`config.mk`:
```
export PLATFORM = sky130hd
export DESIGN_NAME = keypad_scan
export DESIGN_NICKNAME = d
export VERILOG_FILES = /design/src/rtl/keypad_scan.sv
export SDC_FILE = /design/constraint.sdc
export NUM_CORES = 1
export LEC_CHECK = 0
export CORE_MARGIN = 3
export CORE_UTILIZATION = 35
export CTS_BUF_LIST = sky130_fd_sc_hd__clkbuf_16
export DETAILED_ROUTE_END_ITERATION = 12
export GPL_TIMING_DRIVEN = 0
export PLACE_DENSITY = 0.5
export RECOVER_POWER = 25
export REMOVE_ABC_BUFFERS = 1
export SYNTH_ARGS = -nofsm -noshare
export SYNTH_HDL_FRONTEND = slang
export SYNTH_SLANG_ARGS = --single-unit
```
`constraint.sdc`:
```
create_clock -name clk_i -period 21.6 [get_ports clk_i]
set_clock_uncertainty 0.1 [all_clocks]
set_input_delay 4.32 -clock clk_i [delete_from_list [all_inputs] [get_ports clk_i]]
set_output_delay 4.32 -clock clk_i [all_outputs]
set_load 0.02 [all_outputs]
```
`src/rtl/keypad_scan.sv`:
```
// -----------------------------------------------------------------------------
// keypad_scan
//
// Row-scanning reader for a 4x4 active-low matrix keypad. One row is driven
// low at a time for SCAN_DIV cycles, the synchronized column lines are sampled
// at the end of that dwell, and a 16-bit snapshot is assembled per full scan.
// Each completed snapshot is classified as NONE / SINGLE(k) / MULTI. A class
// must repeat for DEBOUNCE_SCANS consecutive scans before it is committed, and
// the committed classes drive a two-state press/release event FSM.
//
// Parameters:
//   SCAN_DIV        cycles each row is driven before its columns are sampled
//   DEBOUNCE_SCANS  identical consecutive scans needed to commit (1..15)
//
// Ports:
//   clk_i          system clock
//   arst_i         asynchronous active-high reset
//   col_i[3:0]     column lines, active-low, asynchronous to clk_i
//   row_o[3:0]     row drive, active-low, exactly one bit low
//   key_code_o     code (row*4+col) of the last committed key
//   key_valid_o    one-cycle pulse on a committed key press
//   key_release_o  one-cycle pulse when the held key is released
//   key_pressed_o  high while a committed key is held
// -----------------------------------------------------------------------------
module keypad_scan #(
    parameter int SCAN_DIV       = 50000,
    parameter int DEBOUNCE_SCANS = 4
) (
    input  logic       clk_i,
    input  logic       arst_i,
    input  logic [3:0] col_i,
    output logic [3:0] row_o,
    output logic [3:0] key_code_o,
    output logic       key_valid_o,
    output logic       key_release_o,
    output logic       key_pressed_o
);

    localparam int              DW         = $clog2(SCAN_DIV);
    localparam logic [DW-1:0]   DWELL_LAST = DW'(SCAN_DIV - 1);
    localparam logic [3:0]      DEB        = 4'(DEBOUNCE_SCANS);

    typedef enum logic [1:0] {
        CLS_NONE   = 2'd0,
        CLS_SINGLE = 2'd1,
        CLS_MULTI  = 2'd2
    } cls_t;

    typedef enum logic {
        ST_IDLE = 1'b0,
        ST_HELD = 1'b1
    } state_t;

    // ------------------------------------------------------------------
    // Column synchronizer; idle (released) level is all ones.
    // ------------------------------------------------------------------
    logic [3:0] col_meta;
    logic [3:0] col_s;

    always_ff @(posedge clk_i or posedge arst_i) begin
        if (arst_i) begin
            col_meta <= 4'hF;
            col_s    <= 4'hF;
        end else begin
            col_meta <= col_i;
            col_s    <= col_meta;
        end
    end

    // ------------------------------------------------------------------
    // Row dwell counter and row index
    // ------------------------------------------------------------------
    logic [DW-1:0] dwell_reg;
    logic [1:0]    row_reg;
    logic          tc;
    logic          scan_done;

    assign tc        = (dwell_reg == DWELL_LAST);
    assign scan_done = tc && (row_reg == 2'd3);
    assign row_o     = ~(4'b0001 << row_reg);

    always_ff @(posedge clk_i or posedge arst_i) begin
        if (arst_i) begin
            dwell_reg <= '0;
            row_reg   <= 2'd0;
        end else if (tc) begin
            dwell_reg <= '0;
            row_reg   <= row_reg + 2'd1;
        end else begin
            dwell_reg <= dwell_reg + 1'b1;
        end
    end

    // ------------------------------------------------------------------
    // Snapshot: one 4-bit slice per row, 1 = pressed
    // ------------------------------------------------------------------
    logic [15:0] snapshot_reg;

    always_ff @(posedge clk_i or posedge arst_i) begin
        if (arst_i) begin
            snapshot_reg <= 16'h0000;
        end else if (tc) begin
            snapshot_reg[row_reg*4 +: 4] <= ~col_s;
        end
    end

    // ------------------------------------------------------------------
    // Classification of the completed scan. The row-3 slice is taken
    // straight from col_s because it is being written on this very edge.
    // ------------------------------------------------------------------
    logic [15:0] snap_full;
    logic [1:0]  hit_cnt;
    logic [3:0]  hit_key;
    cls_t        cls_type;
    logic [3:0]  cls_key;

    always_comb begin
        snap_full        = snapshot_reg;
        snap_full[15:12] = ~col_s;
        hit_cnt          = 2'd0;
        hit_key          = 4'd0;
        for (int i = 0; i < 16; i++) begin
            if (snap_full[i]) begin
                if (hit_cnt == 2'd0) begin
                    hit_key = 4'(i);
                end
                if (hit_cnt != 2'd2) begin
                    hit_cnt = hit_cnt + 2'd1;
                end
            end
        end
        cls_type = CLS_NONE;
        cls_key  = 4'd0;
        if (hit_cnt == 2'd1) begin
            cls_type = CLS_SINGLE;
            cls_key  = hit_key;
        end else if (hit_cnt == 2'd2) begin
            cls_type = CLS_MULTI;
        end
    end

    // ------------------------------------------------------------------
    // Debounce: count consecutive identical classes, commit once on the
    // scan where the count reaches DEB.
    // ------------------------------------------------------------------
    cls_t       prev_type_reg;
    logic [3:0] prev_key_reg;
    logic [3:0] stable_cnt_reg;
    logic [3:0] stable_cnt_next;
    logic       same_cls;
    logic       commit;

    assign same_cls = (cls_type == prev_type_reg) && (cls_key == prev_key_reg);

    always_comb begin
        stable_cnt_next = stable_cnt_reg;
        if (!same_cls) begin
            stable_cnt_next = 4'd1;
        end else if (stable_cnt_reg < DEB) begin
            stable_cnt_next = stable_cnt_reg + 4'd1;
        end
    end

    // A saturated count that stays saturated must not re-commit.
    assign commit = scan_done && (stable_cnt_next == DEB) &&
                    (!same_cls || (stable_cnt_reg != DEB));

    always_ff @(posedge clk_i or posedge arst_i) begin
        if (arst_i) begin
            prev_type_reg  <= CLS_NONE;
            prev_key_reg   <= 4'd0;
            stable_cnt_reg <= 4'd0;
        end else if (scan_done) begin
            prev_type_reg  <= cls_type;
            prev_key_reg   <= cls_key;
            stable_cnt_reg <= stable_cnt_next;
        end
    end

    // ------------------------------------------------------------------
    // Event FSM with registered outputs. While HELD, any committed class
    // other than NONE is ignored so a new key reports only after release.
    // ------------------------------------------------------------------
    state_t state_reg;

    always_ff @(posedge clk_i or posedge arst_i) begin
        if (arst_i) begin
            state_reg     <= ST_IDLE;
            key_code_o    <= 4'd0;
            key_valid_o   <= 1'b0;
            key_release_o <= 1'b0;
            key_pressed_o <= 1'b0;
        end else begin
            key_valid_o   <= 1'b0;
            key_release_o <= 1'b0;
            if (commit) begin
                case (state_reg)
                    ST_IDLE: begin
                        if (cls_type == CLS_SINGLE) begin
                            key_code_o    <= cls_key;
                            key_valid_o   <= 1'b1;
                            key_pressed_o <= 1'b1;
                            state_reg     <= ST_HELD;
                        end
                    end
                    ST_HELD: begin
                        if (cls_type == CLS_NONE) begin
                            key_release_o <= 1'b1;
                            key_pressed_o <= 1'b0;
                            state_reg     <= ST_IDLE;
                        end
                    end
                    default: state_reg <= ST_IDLE;
                endcase
            end
        end
    end

endmodule

```
Word level (Yosys, flattened, before mapping)
Index checks and enable logic that the tools add are counted.
{"block": "word_totals", "register_bits": 60, "out_inout_bits": 11}
{"block": "classes", "add_sub_neg": 19, "magnitude_cmp": 1, "eq_ne": 26, "shift": 3, "n_mux": 79, "bitwise_logic": 3, "n_reduce_logical": 24}
{"operator": "2-to-1 mux 4 bit", "count": 31}
{"operator": "2-to-1 mux 2 bit", "count": 32}
{"operator": "negation 4 -> 34 bit", "count": 1}
{"operator": "variable shift 4 x 34 -> 16 bit, first input constant", "count": 1}
{"operator": "variable part select 4 x 34 -> 16 bit", "count": 1}
{"operator": "adder 2 x 1 -> 2 bit, second input constant", "count": 16}
{"operator": "logical NOT 2 bit", "count": 16}
{"operator": "!= test 2 bit, second input constant", "count": 16}
{"operator": "adder 16 x 1 -> 16 bit, second input constant", "count": 1}
{"operator": "bitwise mux 16 bit", "count": 1}
{"operator": "equality test 16 bit, second input constant", "count": 1}
{"operator": "2-to-1 mux 16 bit", "count": 1}
{"operator": "2-to-1 mux 1 bit", "count": 12}
{"operator": "inverter 4 bit", "count": 2}
{"operator": "AND reduction 3 bit", "count": 2}
{"operator": "adder 4 x 1 -> 4 bit, second input constant", "count": 1}
{"operator": "equality test 2 x 1 -> 1 bit, second input constant", "count": 2}
{"operator": "equality test 2 bit, second input constant", "count": 2}
{"operator": "equality test 4 x 3 -> 1 bit, second input constant", "count": 1}
{"operator": "equality test 4 bit", "count": 1}
{"operator": "logical AND 1 bit", "count": 4}
{"operator": "< comparator 4 x 3 -> 1 bit, second input constant", "count": 1}
{"operator": "!= test 4 x 3 -> 1 bit, second input constant", "count": 1}
{"operator": "one-hot mux 1 bit (2 select lines)", "count": 2}
{"operator": "6 further kinds", "count": 6}

Depth between registers and ports, before layout
Gate-level depths: netlist of the first run.
{"block": "logic_depth", "word_depth": 56, "depth_mapped": 31, "depth_no_buf": 29}

Least setup slack after synthesis of the first run
Ideal clock, no wire load.
{"block": "synth_timing", "path_type": "reg2reg", "startpoint": "register snapshot_reg[0]", "endpoint": "register key_pressed_o", "setup_ps": 118, "arrival_ps": 7240, "required_ps": 21382, "path_slack_ps": 14142, "path_stages_with_launch": 31, "n_path_buf": 2, "synth_period_minus_slack_ps": 7458, "cell_sequence": "dfrtp_1 > inv_1 > ha_1 > nor4b_2 > a311o_1 > nand3_1 > and4_1 > a211o_1 > or4_1 > o221a_2 > a21oi_1 > mux2_2 > or3_1 > buf_2 > o211a_2 > and2_1 > nor3_1 > nor4_1 > o31ai_1 > o211ai_1 > nand2_1 > o311a_1 > a21o_1 > ha_1 > clkbuf_1 > o41ai_1 > a21oi_1 > mux2i_1 > o211ai_1 > or4_1 > a21o_1"}
{"block": "synth_between", "elab_cells_between_ends": 125}
{"item": "start: declaration", "line": "97", "text": "logic [15:0] snapshot_reg;"}
{"item": "start signal: indexed assignment", "line": "103", "text": "snapshot_reg[row_reg*4 +: 4] <= ~col_s;"}
{"item": "2-to-1 mux 1 bit *", "line": "123", "text": "if (snap_full[i]) begin"}
{"item": "adder 2 x 1 -> 2 bit / != test 2 bit (equally long branches)", "line": "128, 127"}
{"item": "2-to-1 mux 2 bit", "line": "127", "text": "if (hit_cnt != 2'd2) begin"}
{"item": "2-to-1 mux 2 bit *", "line": "123"}
{"item": "adder 2 x 1 -> 2 bit / != test 2 bit (equally long branches)", "line": "128, 127"}
{"item": "2-to-1 mux 2 bit", "line": "127"}
{"item": "2-to-1 mux 2 bit *", "line": "123"}
{"item": "adder 2 x 1 -> 2 bit / != test 2 bit (equally long branches)", "line": "128, 127"}
{"item": "(+39 left out)"}
{"item": "2-to-1 mux 2 bit *", "line": "134", "text": "if (hit_cnt == 2'd1) begin"}
{"item": "net cls_type[0]", "line": "114", "text": "cls_t cls_type;"}
{"item": "equality test 2 bit", "line": "153", "text": "assign same_cls = (cls_type == prev_type_reg) && (cls_key == prev_key_reg);"}
{"item": "logical AND 1 bit", "line": "153"}
{"item": "2-to-1 mux 4 bit", "line": "157", "text": "if (!same_cls) begin"}
{"item": "equality test 4 x 3 -> 1 bit", "line": "165", "text": "assign commit = scan_done && (stable_cnt_next == DEB) &&"}
{"item": "logical AND 1 bit (2 in series)", "line": "165"}
{"item": "AND reduction 3 bit (no source line) *"}
{"item": "end signal: assignment", "line": "192", "text": "key_pressed_o <= 1'b0;"}
{"item": "end signal: assignment", "line": "202", "text": "key_pressed_o <= 1'b1;"}
{"item": "end signal: assignment", "line": "209", "text": "key_pressed_o <= 1'b0;"}
{"item": "end: declaration", "line": "36", "text": "output logic key_pressed_o"}
Mark *: on every way through the listed nets, which the timed path passes. The rest lies on a longest branch.
A chain may end at the register's enable or synchronous reset.

Worst setup path in the final report of the first run
{"block": "layout_timing", "startpoint": "register snapshot_reg[0]", "endpoint": "register key_valid_o"}
{"block": "layout_between", "elab_cells_between_ends": 124}
{"item": "2-to-1 mux 1 bit *", "line": "123"}
{"item": "adder 2 x 1 -> 2 bit / != test 2 bit (equally long branches)", "line": "128, 127"}
{"item": "2-to-1 mux 2 bit", "line": "127"}
{"item": "2-to-1 mux 2 bit *", "line": "123"}
{"item": "adder 2 x 1 -> 2 bit / != test 2 bit (equally long branches)", "line": "128, 127"}
{"item": "2-to-1 mux 2 bit", "line": "127"}
{"item": "2-to-1 mux 2 bit *", "line": "123"}
{"item": "adder 2 x 1 -> 2 bit / != test 2 bit (equally long branches)", "line": "128, 127"}
{"item": "(+39 left out)"}
{"item": "2-to-1 mux 2 bit *", "line": "134"}
{"item": "net cls_type[0]", "line": "114"}
{"item": "equality test 2 bit", "line": "153"}
{"item": "logical AND 1 bit", "line": "153"}
{"item": "2-to-1 mux 4 bit", "line": "157"}
{"item": "equality test 4 x 3 -> 1 bit", "line": "165"}
{"item": "logical AND 1 bit (2 in series)", "line": "165"}
{"item": "2-to-1 mux 1 bit *", "line": "196", "text": "if (commit) begin"}
{"item": "end signal: assignment", "line": "190", "text": "key_valid_o <= 1'b0;"}
{"item": "end signal: assignment", "line": "194", "text": "key_valid_o <= 1'b0;"}
{"item": "end signal: assignment", "line": "201", "text": "key_valid_o <= 1'b1;"}
{"item": "end: declaration", "line": "34", "text": "output logic key_valid_o,"}
Marked as above.

==> insert_results.sql, run 1 <==
INSERT INTO impl_metrics (metric_group, metric, value, unit) VALUES
('outcome', 'outcome', 'finished clean', ''),
('floorplanning', 'die_w', '123', 'um'),
('clock_network', 'root_buffer', 'sky130_fd_sc_hd__clkbuf_16', ''),
('logic_synthesis', 'synth.avg_cell_area', '8.28', 'um2'),
('logic_synthesis', 'post_synth_xor_area_fraction', '6.39', '%'),
('logic_synthesis', 'synth-edff-count', '0', ''),
('logic_synthesis', 'post_synthesis_async_set_or_reset_flop_share', '100', '%'),
('power', 'power-per-cell-area', '39.6', 'mW/mm2'),
('floorplanning', 'fp.dieH', '123', 'um'),
('timing', 'timing.setup.tns', '0', 'ns'),
('final_layout', 'layout_commonest_cell', 'sky130_fd_sc_hd__nand2_1', ''),
('critical_path', 'critPathRequiredTime', '21.69', 'ns'),
('floorplanning', 'fp.coreArea', '0.0133', 'mm2'),
('clock_network', 'h-tree-depth', '2', ''),
('floorplanning', 'start_util', '35.9', '%'),
('global_route', 'grt_usage', '15.9', '%'),
('placement', 'dp_hpwl', '8.83', 'mm'),
('critical_path', 'start_kind', 'flop', ''),
('logic_synthesis', 'number_of_standard_cells_after_synthesis', '577', ''),
('final_layout', 'finalInstanceArea', '0.00523', 'mm2'),
('power', 'peakVddDrop', '0.0000513', 'V'),
('final_layout', 'insertedDiodeCount', '0', ''),
('floorplanning', 'ports', '17', ''),
('detailed_routing', 'wirelength', '11.7', 'mm'),
('placement', 'place.gp.congestion', '0.843', ''),
('final_layout', 'area_growth_syn_to_layout', '9.51', '%'),
('critical_path', 'worst_path_max_delay_cell', 'sky130_fd_sc_hd__a311oi_1', ''),
('timing', 'finalSetupViolations', '0', ''),
('critical_path', 'arrival', '8.57', 'ns'),
('final_layout', 'largest_register_ffs', '16', ''),
('critical_path', 'end_kind', 'flop', ''),
('timing', 'fin_crit', '8.47', 'ns'),
('placement', 'placed_cells_incl_taps', '746', ''),
('final_layout', 'final-instance-count-excl-fill', '754', ''),
('detailed_routing', 'drtPass1Iterations', '5', ''),
('clock_network', 'cts.repair.resized', '0', ''),
('logic_synthesis', 'synthSimpleGateAreaFrac', '22.5', '%'),
('global_route', 'initial_antenna_violation_count', '0', ''),
('global_route', 'grt-ovfl-total', '0', ''),
('placement', 'placed_cell_area', '0.00508', 'mm2'),
('clock_network', 'postCtsHoldBufs', '0', ''),
('timing', 'rsz0062_at_grt', 'no', ''),
('placement', 'portBuffers', '16', ''),
('timing', 'clock.fmax', '118', 'MHz'),
('placement', 'placement.setup.worst_slack', '13.23', 'ns'),
('detailed_routing', 'detailroute.via_count', '4340', ''),
('logic_synthesis', 'netlist-cell-type-count', '87', ''),
('job', 'maxCapViolCount', '0', ''),
('global_route', 'grt_max_degree', '44', ''),
('clock_network', 'cts_tree', 'done', ''),
('clock_network', 'cts_max_path_buffers', '2', ''),
('timing', 'slew_headroom', '26.1', '%'),
('clock_network', 'numCtsBuffers', '5', ''),
('critical_path', 'critPathKind', 'reg2reg', ''),
('final_layout', 'drive_above_1_share', '8.30', '%'),
('detailed_routing', 'antenna_violating_nets_left', '0', ''),
('detailed_routing', 'wire_per_inst', '15.5', 'um'),
('floorplanning', 'std_cell_rows', '42', ''),
('logic_synthesis', 'share_of_synthesized_cell_area_in_full_adder_half_adder_and_majority_cells', '4.19', '%'),
('clock_network', 'cts_post_setup_buffers_inserted', '0', ''),
('clock_network', 'cts.sink_count', '56', ''),
('timing', 'post-route-worst-setup-slack', '13.13', 'ns'),
('global_route', 'grt_first_pass_wirelength', '19.7', 'mm'),
('critical_path', 'peak_fanout_along_the_critical_path', '10', ''),
('logic_synthesis', 'syn-cell-area', '0.00478', 'mm2'),
('timing', 'worst_hold_slack', '0.254', 'ns'),
('detailed_routing', 'detail_route.drc_violations', '0', ''),
('timing', 'tcrit_tclk_final', '39.2', '%'),
('logic_synthesis', 'yosys_register_bits', '56', ''),
('clock_network', 'clock_latency', '0.29', 'ns'),
('final_layout', 'fin_nets', '599', '');
==> metrics by stage <==
stage	utilization (%)	total power, mW
3_3_place_gp	38.1	0.127
3_5_place_dp	38.2	0.128
6_report	39.3	0.207
5_1_grt	39.3	0.217
2_1_floorplan	-	0.122
4_1_cts	39.3	0.211
==> kinds of logic (layout without fill, tap and decap cells) <==
logic type	after synthesis	after routing
XOR/XNOR	31	31
AO/OA/AOI/OAI	196	196
adder cells (fa/ha/maj)	16	16
AND/OR/NAND/NOR	211	211
flip-flops	56	56
multiplexers	12	12
buffers and inverters	55	56
==> layout make-up <==
class | instances | area (um2) | area share, %
Timing Repair Buffer | 17 | 180 | 3.44
Tap cell | 176 | 220 | 4.21
Inverter | 31 | 116 | 2.22
Clock inverter | 3 | 22.5 | 0.431
Multi-Input combinational cell | 466 | 3150 | 60.3
Sequential cell | 56 | 1410 | 27.0
Clock buffer | 5 | 125 | 2.39
==> critical path, delay by kind of cell (launching register included) <==
kind                     cells  cell delay, ns
AO/OA/AOI/OAI               12            3.23
XOR/XNOR                     2            0.39
adder cells (fa/ha/maj)      2            0.76
buffers and inverters        2            0.19
flip-flops                   1            0.41
multiplexers                 2            0.59
AND/OR/NAND/NOR              8            2.71
==> cell usage after synthesis, drive strengths merged (4+ instances only) <==
cell type   n  area, um2
nor4b       4       41.3
nand4       6       37.5
nor4        5       46.3
nor2       45        171
o21ai      38        194
clkbuf     21       78.8
nand2b      4       25.0
a22oi       4       43.8
a21oi      33        165
inv        28        105
o211a       5       50.1
o211ai     16        130
nand3      27        135
a2bb2oi     4       41.3
a211oi     10       97.6
xor2       12        113
a211o       6       52.6
and3        9       56.3
and2        5       31.3
dfrtp      48       1200
dfstp       8        210
a31oi       8       50.1
or4         5       41.3
a21o        5       37.5
o31ai      17        128
xnor2      19        193
or3         8       60.1
mux2i       8       80.1
nor3       24        135
o21a        7       52.6
ha         16        200
mux2        4       48.8
nand2      59        221
==> power by group <==
part / total [mW] / switching (mW) / internal [mW] / leakage [nW]
Clock: 0.0811 / 0.0376 / 0.0435 / 0.0742
Combinational: 0.0178 / 0.0114 / 0.00645 / 1.31
Sequential: 0.108 / 0.00174 / 0.106 / 0.741
Total: 0.207 / 0.0507 / 0.156 / 2.13
==> path summary, 6_finish.rpt <==
check,startpoint,endpoint,slack (ns),depth (start not counted)
worst min-delay path,col_meta[1]$_DFF_PP1_,col_s[1]$_DFF_PP1_,0.25,0
worst max-delay path,snapshot_reg[0]$_DFFE_PP0P_,key_valid_o$_DFF_PP0_,13.13,28
min in group asynchronous,arst_i,key_valid_o$_DFF_PP0_,4.20,2
worst max register to register,snapshot_reg[0]$_DFFE_PP0P_,key_valid_o$_DFF_PP0_,13.13,28
max in group asynchronous,arst_i,col_meta[0]$_DFF_PP1_,16.62,3
worst min register to register,col_meta[1]$_DFF_PP1_,col_s[1]$_DFF_PP1_,0.25,0
==> metal layers <==
metal / track usage [%] / vias to the layer above / share of wire (%)
li1: - / 2166 / -
met1: 21.7 / 2068 / 48
met2: 26.9 / 100 / 48
met3: 1.89 / 6 / 3.0
met4: 3.85 / 0 / 0.86
met5: 0 / - / 0
No activity file was read; power rests on OpenSTA's default activity.
==> run 2, diff against run 1 <==
- PLACE_DENSITY: 0.5 -> 0.51
- clock period: 21.6 -> 6.82 ns (I/O delays scaled with it)
==> run 2 against run 1 <==
Net effect:
- the run now ends with setup timing left
- utilization up 7.6 points
- power rose to 3.5 times the previous value
- sequential power rose to 3.2 times the previous value
- wire length up 13%
- non-clock buffer count up 57
- sequential share of layout area down 4.3 points
- via count up 7.9%
- clock power rose to 3.6 times the previous value
- worst hold slack better by 0.0025 ns
- count of clock-buffer cells in the layout unchanged
- critical path type unchanged
- critical endpoint is now key_pressed_o$_DFFE_PP0P_
- largest cell class unchanged
==> insert_results.sql, run 2 (synthesis gave the netlist of run 1 again) <==
INSERT INTO impl_metrics (metric_group, metric, value, unit) VALUES
('outcome', 'outcome', 'complete, but fails checks', ''),
('outcome', 'failed_checks', 'setup timing', ''),
('floorplanning', 'fp.dieH', '123', 'um'),
('clock_network', 'clock_latency', '0.30', 'ns'),
('power', 'finalPower', '0.720', 'mW'),
('timing', 'rsz0062_at_grt', 'yes', ''),
('job', 'maxCapViolCount', '0', ''),
('final_layout', 'fin_nets', '656', ''),
('global_route', 'initial_antenna_violation_count', '0', ''),
('clock_network', 'cts_tree', 'done', ''),
('floorplanning', 'die_w', '123', 'um'),
('detailed_routing', 'detail_route.iter0.violations', '359', ''),
('worst_hold_path', 'timing.hold.worst.class', 'reg2reg', ''),
('final_layout', 'filler_cell_count_in_the_final_layout', '1282', ''),
('global_route', 'grt_first_pass_wirelength', '22.2', 'mm'),
('global_route', 'grt_util_met2', '31.3', '%'),
('final_layout', 'area_growth_syn_to_layout', '30.5', '%'),
('critical_path', 'start_kind', 'flop', ''),
('power', 'power-per-cell-area', '115', 'mW/mm2'),
('global_route', 'grt_use_met3', '1.75', '%'),
('clock_network', 'cts_max_path_buffers', '2', ''),
('final_layout', 'insertedDiodeCount', '0', ''),
('timing', 'worstMarginPinSlew', '1.09', 'ns'),
('final_layout', 'final-instance-count-excl-fill', '811', ''),
('placement', 'portBuffers', '16', ''),
('floorplanning', 'std_cell_rows', '42', ''),
('timing', 'slew_headroom', '27.2', '%'),
('critical_path', 'critical_path.top_delay_family', 'compound AO/OA/AOI/OAI gates', ''),
('global_route', 'grt_most_used_layer', 'met2', ''),
('floorplanning', 'floorplan.die_area', '0.0151', 'mm2'),
('detailed_routing', 'wire_per_inst', '16.3', 'um'),
('final_layout', 'layout_commonest_cell', 'sky130_fd_sc_hd__nand2_1', ''),
('final_layout', 'largest_register_ffs', '16', ''),
('floorplanning', 'ports', '17', ''),
('timing', 'clock.fmax', '137', 'MHz'),
('detailed_routing', 'detailroute.via_count', '4685', ''),
('global_route', 'grt-ovfl-total', '0', ''),
('critical_path', 'arrival', '7.38', 'ns'),
('detailed_routing', 'detail_route.drc_violations', '0', ''),
('timing', 'timing_max_transition_violations_final', '0', ''),
('critical_path', 'critPathKind', 'reg2reg', ''),
('placement', 'place.gp.congestion', '0.864', ''),
('detailed_routing', 'route.detailed.vias_per_inst', '5.78', ''),
('placement', 'dp_hpwl', '8.77', 'mm'),
('critical_path', 'timing.critical_path.buf_inv', '3', ''),
('detailed_routing', 'drtPass1Iterations', '5', ''),
('final_layout', 'finish.utilization', '46.9', '%'),
('critical_path', 'worst_path_largest_cell_delay', '0.50', 'ns'),
('global_route', 'first_global_vias', '4560', ''),
('global_route', 'grt.met1_usage', '23.6', '%'),
('placement', 'placed_cells_incl_taps', '746', ''),
('timing', 'timing.setup.tns', '-4.27', 'ns'),
('floorplanning', 'start_util', '35.9', '%'),
('final_layout', 'most_frequent_cells_in_the_layout', '58 x sky130_fd_sc_hd__nand2_1, 51 x sky130_fd_sc_hd__buf_4, 46 x sky130_fd_sc_hd__dfrtp_1', ''),
('power', 'peakVddDrop', '0.000142', 'V'),
('clock_network', 'cts.clk_slew.worst_paths', '0.07', 'ns'),
('detailed_routing', 'wirelength', '13.2', 'mm'),
('final_layout', 'drive_above_1_share', '28.3', '%'),
('global_route', 'grt_max_degree', '42', ''),
('critical_path', 'setup.reg_to_reg.worst_slack', '-0.47', 'ns'),
('critical_path', 'end_kind', 'flop', ''),
('timing', 'tcrit_tclk_final', '107', '%'),
('clock_network', 'h-tree-depth', '2', ''),
('timing', 'fin_crit', '7.29', 'ns'),
('placement', 'placement.setup.worst_slack', '-1.57', 'ns'),
('clock_network', 'numCtsBuffers', '5', ''),
('timing', 'finalHoldViolCount', '0', ''),
('timing', 'post-route-worst-setup-slack', '-0.474', 'ns'),
('power', 'p_leak', '2.49', 'nW'),
('timing', 'finalSetupViolations', '12', ''),
('detailed_routing', 'antenna_violating_nets_left', '0', ''),
('critical_path', 'worst_path_max_delay_cell', 'sky130_fd_sc_hd__or4_1', ''),
('clock_network', 'cts.sink_count', '56', ''),
('critical_path', 'peak_fanout_along_the_critical_path', '8', ''),
('critical_path', 'critPathRequiredTime', '6.91', 'ns'),
('floorplanning', 'fp.coreArea', '0.0133', 'mm2'),
('global_route', 'grt_usage', '17.9', '%'),
('clock_network', 'root_buffer', 'sky130_fd_sc_hd__clkbuf_16', '');
## run 2: cell types whose count changed in the layout (fill, tap and decap cells not counted), sizes merged
cell	before	now
buf	1	58
clkdlybuf4s50	16	11
dlygate4sd3	0	5
clkinv	5	3
bufinv	0	1
inv	29	30
## run 2: through the flow
step,hold WS (ns),cell area (um2)
2_1_floorplan,0.245,4680
3_3_place_gp,0.246,5060
3_5_place_dp,0.247,5080
4_1_cts,0.254,6010
5_1_grt,0.258,6230
6_report,0.256,6230
## run 2: timing repair
| item | 4_1_cts | 5_1_grt |
|---|---|---|
| gates resized for setup | 83 | 28 |
| pin swaps | 50 | 21 |
| hold buffers | 0 | 0 |
| setup buffers | 46 | 11 |
| setup endpoints to repair | 18 | 16 |
## run 2: final cells by class
class	count	area [um2]	share of cell area (%)
Clock buffer	5	125	2.01
Clock inverter	3	42.5	0.682
Inverter	31	116	1.87
Multi-Input combinational cell	466	3670	58.8
Sequential cell	56	1410	22.7
Tap cell	176	220	3.53
Timing Repair Buffer	74	648	10.4
## run 2: worst register-to-register path: cells and delay by family, from the launching register on
kind,cells,cell delay [ns]
compound gates,11,2.56
simple gates,9,2.21
xor+xnor,3,0.60
fa+ha+maj,2,0.52
buf+inv,3,0.46
flops,1,0.42
mux,1,0.33
## run 2: metal layers
metal | vias up | share of wire (%)
met5 | - | 0
met4 | 0 | 1.5
met3 | 14 | 2.4
met2 | 94 | 50
met1 | 2301 | 47
li1 | 2276 | -
## run 2: worst paths after layout
kind                                        startpoint  cells past startpoint                          to
setup reg to reg           snapshot_reg[0]$_DFFE_PP0P_                     29   key_pressed_o$_DFFE_PP0P_
setup / recovery           snapshot_reg[0]$_DFFE_PP0P_                     29   key_pressed_o$_DFFE_PP0P_
hold / removal                   col_meta[0]$_DFF_PP1_                      0          col_s[0]$_DFF_PP1_
max in group asynchronous                       arst_i                      3          col_s[1]$_DFF_PP1_
hold reg to reg                  col_meta[0]$_DFF_PP1_                      0          col_s[0]$_DFF_PP1_
min in group asynchronous                       arst_i                      2  asynchronous set/reset pin
## run 2: report_power, final
group,total (mW),internal (mW),switching [mW]
combinational,0.0819,0.0355,0.0464
clock,0.296,0.174,0.122
sequential,0.342,0.336,0.00592
==> run 3, diff against run 2 <==
- CAP_MARGIN: unset -> 20
- PLACE_DENSITY: 0.51 -> 0.5
- clock period: 6.82 -> 9 ns (I/O delays scaled with it)
==> run 3 against run 2 <==
Net effect:
- the flow now finishes without violations
- utilization fell by 7.3 points
- power decreased by 31%
- sequential share of layout area up 4.2 points
- non-clock buffer count decreased by 56
- critical path depth down 1
- wire length decreased by 11%
- setup slack gained 1.1 ns
- combinational power is 49% lower
- global-route usage fell by 2.0 points
- sequential power fell by 24%
- cell count shrank 6.9%
- critical path type unchanged
- maximum frequency fell by 13%
==> insert_results.sql, run 3 (synthesis gave the netlist of run 1 again) <==
INSERT INTO impl_metrics (metric_group, metric, value, unit) VALUES
('outcome', 'outcome', 'finished clean', ''),
('timing', 'tcrit_tclk_final', '92.8', '%'),
('detailed_routing', 'detail_route.iter0.violations', '410', ''),
('clock_network', 'numCtsBuffers', '5', ''),
('final_layout', 'final-instance-count-excl-fill', '755', ''),
('placement', 'portBuffers', '16', ''),
('final_layout', 'fin_nets', '600', ''),
('global_route', 'first_global_vias', '4023', ''),
('final_layout', 'largest_register_ffs', '16', ''),
('detailed_routing', 'wirelength', '11.8', 'mm'),
('final_layout', 'layout_commonest_cell', 'sky130_fd_sc_hd__nand2_1', ''),
('global_route', 'grt_usage', '15.9', '%'),
('clock_network', 'root_buffer', 'sky130_fd_sc_hd__clkbuf_16', ''),
('job', 'maxCapViolCount', '0', ''),
('power', 'power-per-cell-area', '94.3', 'mW/mm2'),
('clock_network', 'clock_latency', '0.29', 'ns'),
('detailed_routing', 'detail_route.drc_violations', '0', ''),
('detailed_routing', 'detailroute.via_count', '4324', ''),
('clock_network', 'cts.sink_count', '56', ''),
('power', 'finalPower', '0.496', 'mW'),
('worst_hold_path', 'timing.hold.worst.class', 'reg2reg', ''),
('placement', 'dp_hpwl', '8.83', 'mm'),
('placement', 'place.gp.congestion', '0.843', ''),
('global_route', 'initial_antenna_violation_count', '0', ''),
('timing', 'clock.fmax', '120', 'MHz'),
('critical_path', 'worst_path_largest_cell_delay', '0.52', 'ns'),
('floorplanning', 'die_w', '123', 'um'),
('clock_network', 'cts_tree', 'done', ''),
('detailed_routing', 'antenna_violating_nets_left', '0', ''),
('clock_network', 'h-tree-depth', '2', ''),
('final_layout', 'filler_cell_count_in_the_final_layout', '1331', ''),
('final_layout', 'finish.utilization', '39.6', '%'),
('critical_path', 'end_kind', 'flop', ''),
('floorplanning', 'fp.dieH', '123', 'um'),
('floorplanning', 'ports', '17', ''),
('timing', 'timing_max_transition_violations_final', '0', ''),
('timing', 'timing.setup.tns', '0', 'ns'),
('final_layout', 'drive_above_1_share', '8.64', '%'),
('final_layout', 'most_frequent_cells_in_the_layout', '59 x sky130_fd_sc_hd__nand2_1, 48 x sky130_fd_sc_hd__dfrtp_1, 44 x sky130_fd_sc_hd__nor2_1', ''),
('timing', 'slew_headroom', '51.5', '%'),
('detailed_routing', 'drtPass1Iterations', '5', ''),
('final_layout', 'multi_input_area', '0.00318', 'mm2'),
('critical_path', 'worst_path_max_delay_cell', 'sky130_fd_sc_hd__or4_4', ''),
('timing', 'worst_hold_slack', '0.254', 'ns'),
('detailed_routing', 'route.detailed.vias_per_inst', '5.73', ''),
('clock_network', 'cts.clk_slew.worst_paths', '0.07', 'ns'),
('critical_path', 'peak_fanout_along_the_critical_path', '10', ''),
('global_route', 'grt-ovfl-total', '0', ''),
('timing', 'finalSetupViolations', '0', ''),
('clock_network', 'cts_post_setup_buffers_inserted', '0', ''),
('global_route', 'grt_first_pass_wirelength', '19.7', 'mm'),
('timing', 'fin_crit', '8.35', 'ns'),
('clock_network', 'cts_max_path_buffers', '2', ''),
('critical_path', 'critPathRequiredTime', '9.09', 'ns'),
('global_route', 'grt_max_degree', '44', ''),
('floorplanning', 'start_util', '35.9', '%'),
('timing', 'rsz0062_at_grt', 'no', ''),
('critical_path', 'start_kind', 'flop', ''),
('final_layout', 'sequential_cell_area', '0.00141', 'mm2'),
('floorplanning', 'fp.coreArea', '0.0133', 'mm2'),
('floorplanning', 'floorplan.die_area', '0.0151', 'mm2'),
('final_layout', 'area_growth_syn_to_layout', '10.1', '%'),
('final_layout', 'insertedDiodeCount', '0', ''),
('floorplanning', 'std_cell_rows', '42', ''),
('detailed_routing', 'wire_per_inst', '15.6', 'um'),
('critical_path', 'timing.critical_path.buf_inv', '1', ''),
('critical_path', 'critPathKind', 'reg2reg', ''),
('critical_path', 'arrival', '8.44', 'ns'),
('power', 'peakVddDrop', '0.000123', 'V'),
('critical_path', 'critical_path.top_delay_family', 'simple AND/OR/NAND/NOR gates', ''),
('timing', 'finalHoldViolCount', '0', ''),
('placement', 'placed_cells_incl_taps', '746', ''),
('timing', 'worstMarginPinSlew', '0.722', 'ns'),
('power', 'p_leak', '2.14', 'nW');
-- run 3: changes by cell type in the layout (fill, tap and decap cells not counted), sizes merged --
cell | before | now
buf | 58 | 1
inv | 30 | 29
clkbuf | 5 | 6
bufinv | 1 | 0
clkinv | 3 | 5
-- run 3: final cells by class --
type / count / share of cell area (%)
Timing Repair Buffer: 18 / 3.50
Multi-Input combinational cell: 466 / 60.5
Sequential cell: 56 / 26.8
Clock buffer: 5 / 2.38
Tap cell: 176 / 4.19
Clock inverter: 3 / 0.428
Inverter: 31 / 2.21
-- run 3: per-layer routing --
metal / GRT usage, % / up-vias / share of wire (%)
met1: 21.7 / 2051 / 48
met4: 3.85 / 0 / 0.95
met2: 26.9 / 93 / 48
met3: 1.89 / 10 / 3.0
li1: - / 2170 / -
met5: 0 / - / 0
-- run 3: path summary, 6_finish.rpt --
check / end / slack (ns) / start / cells past startpoint
max: key_valid_o$_DFF_PP0_ / 0.65 / snapshot_reg[0]$_DFFE_PP0P_ / 28
min: col_s[1]$_DFF_PP1_ / 0.25 / col_meta[1]$_DFF_PP1_ / 0
max reg2reg: key_valid_o$_DFF_PP0_ / 0.65 / snapshot_reg[0]$_DFFE_PP0P_ / 28
min reg2reg: col_s[1]$_DFF_PP1_ / 0.25 / col_meta[1]$_DFF_PP1_ / 0
max in group asynchronous: col_meta[0]$_DFF_PP1_ / 6.21 / arst_i / 3
min in group asynchronous: key_valid_o$_DFF_PP0_ / 1.91 / arst_i / 2
-- run 3: what timing repair did --
item / in CTS / in global routing
hold buffers: 0 / 0
setup endpoints to repair: 0 / 8
resized for setup: 0 / 4
-- run 3: through the flow --
| stage | instance area, um2 | setup slack, ns |
|---|---|---|
| after floorplan | 4680 | 1.67 |
| after global placement | 5060 | 0.631 |
| after detailed placement | 5080 | 0.630 |
| after CTS | 5230 | 0.594 |
| after global routing | 5260 | 0.0140 |
| final | 5260 | 0.649 |
-- run 3: report_power, final --
part | switching (mW) | total (mW) | internal [mW] | leakage [nW]
sequential | 0.00422 | 0.259 | 0.255 | 0.741
clock | 0.0905 | 0.195 | 0.104 | 0.0742
combinational | 0.0271 | 0.0421 | 0.0150 | 1.33
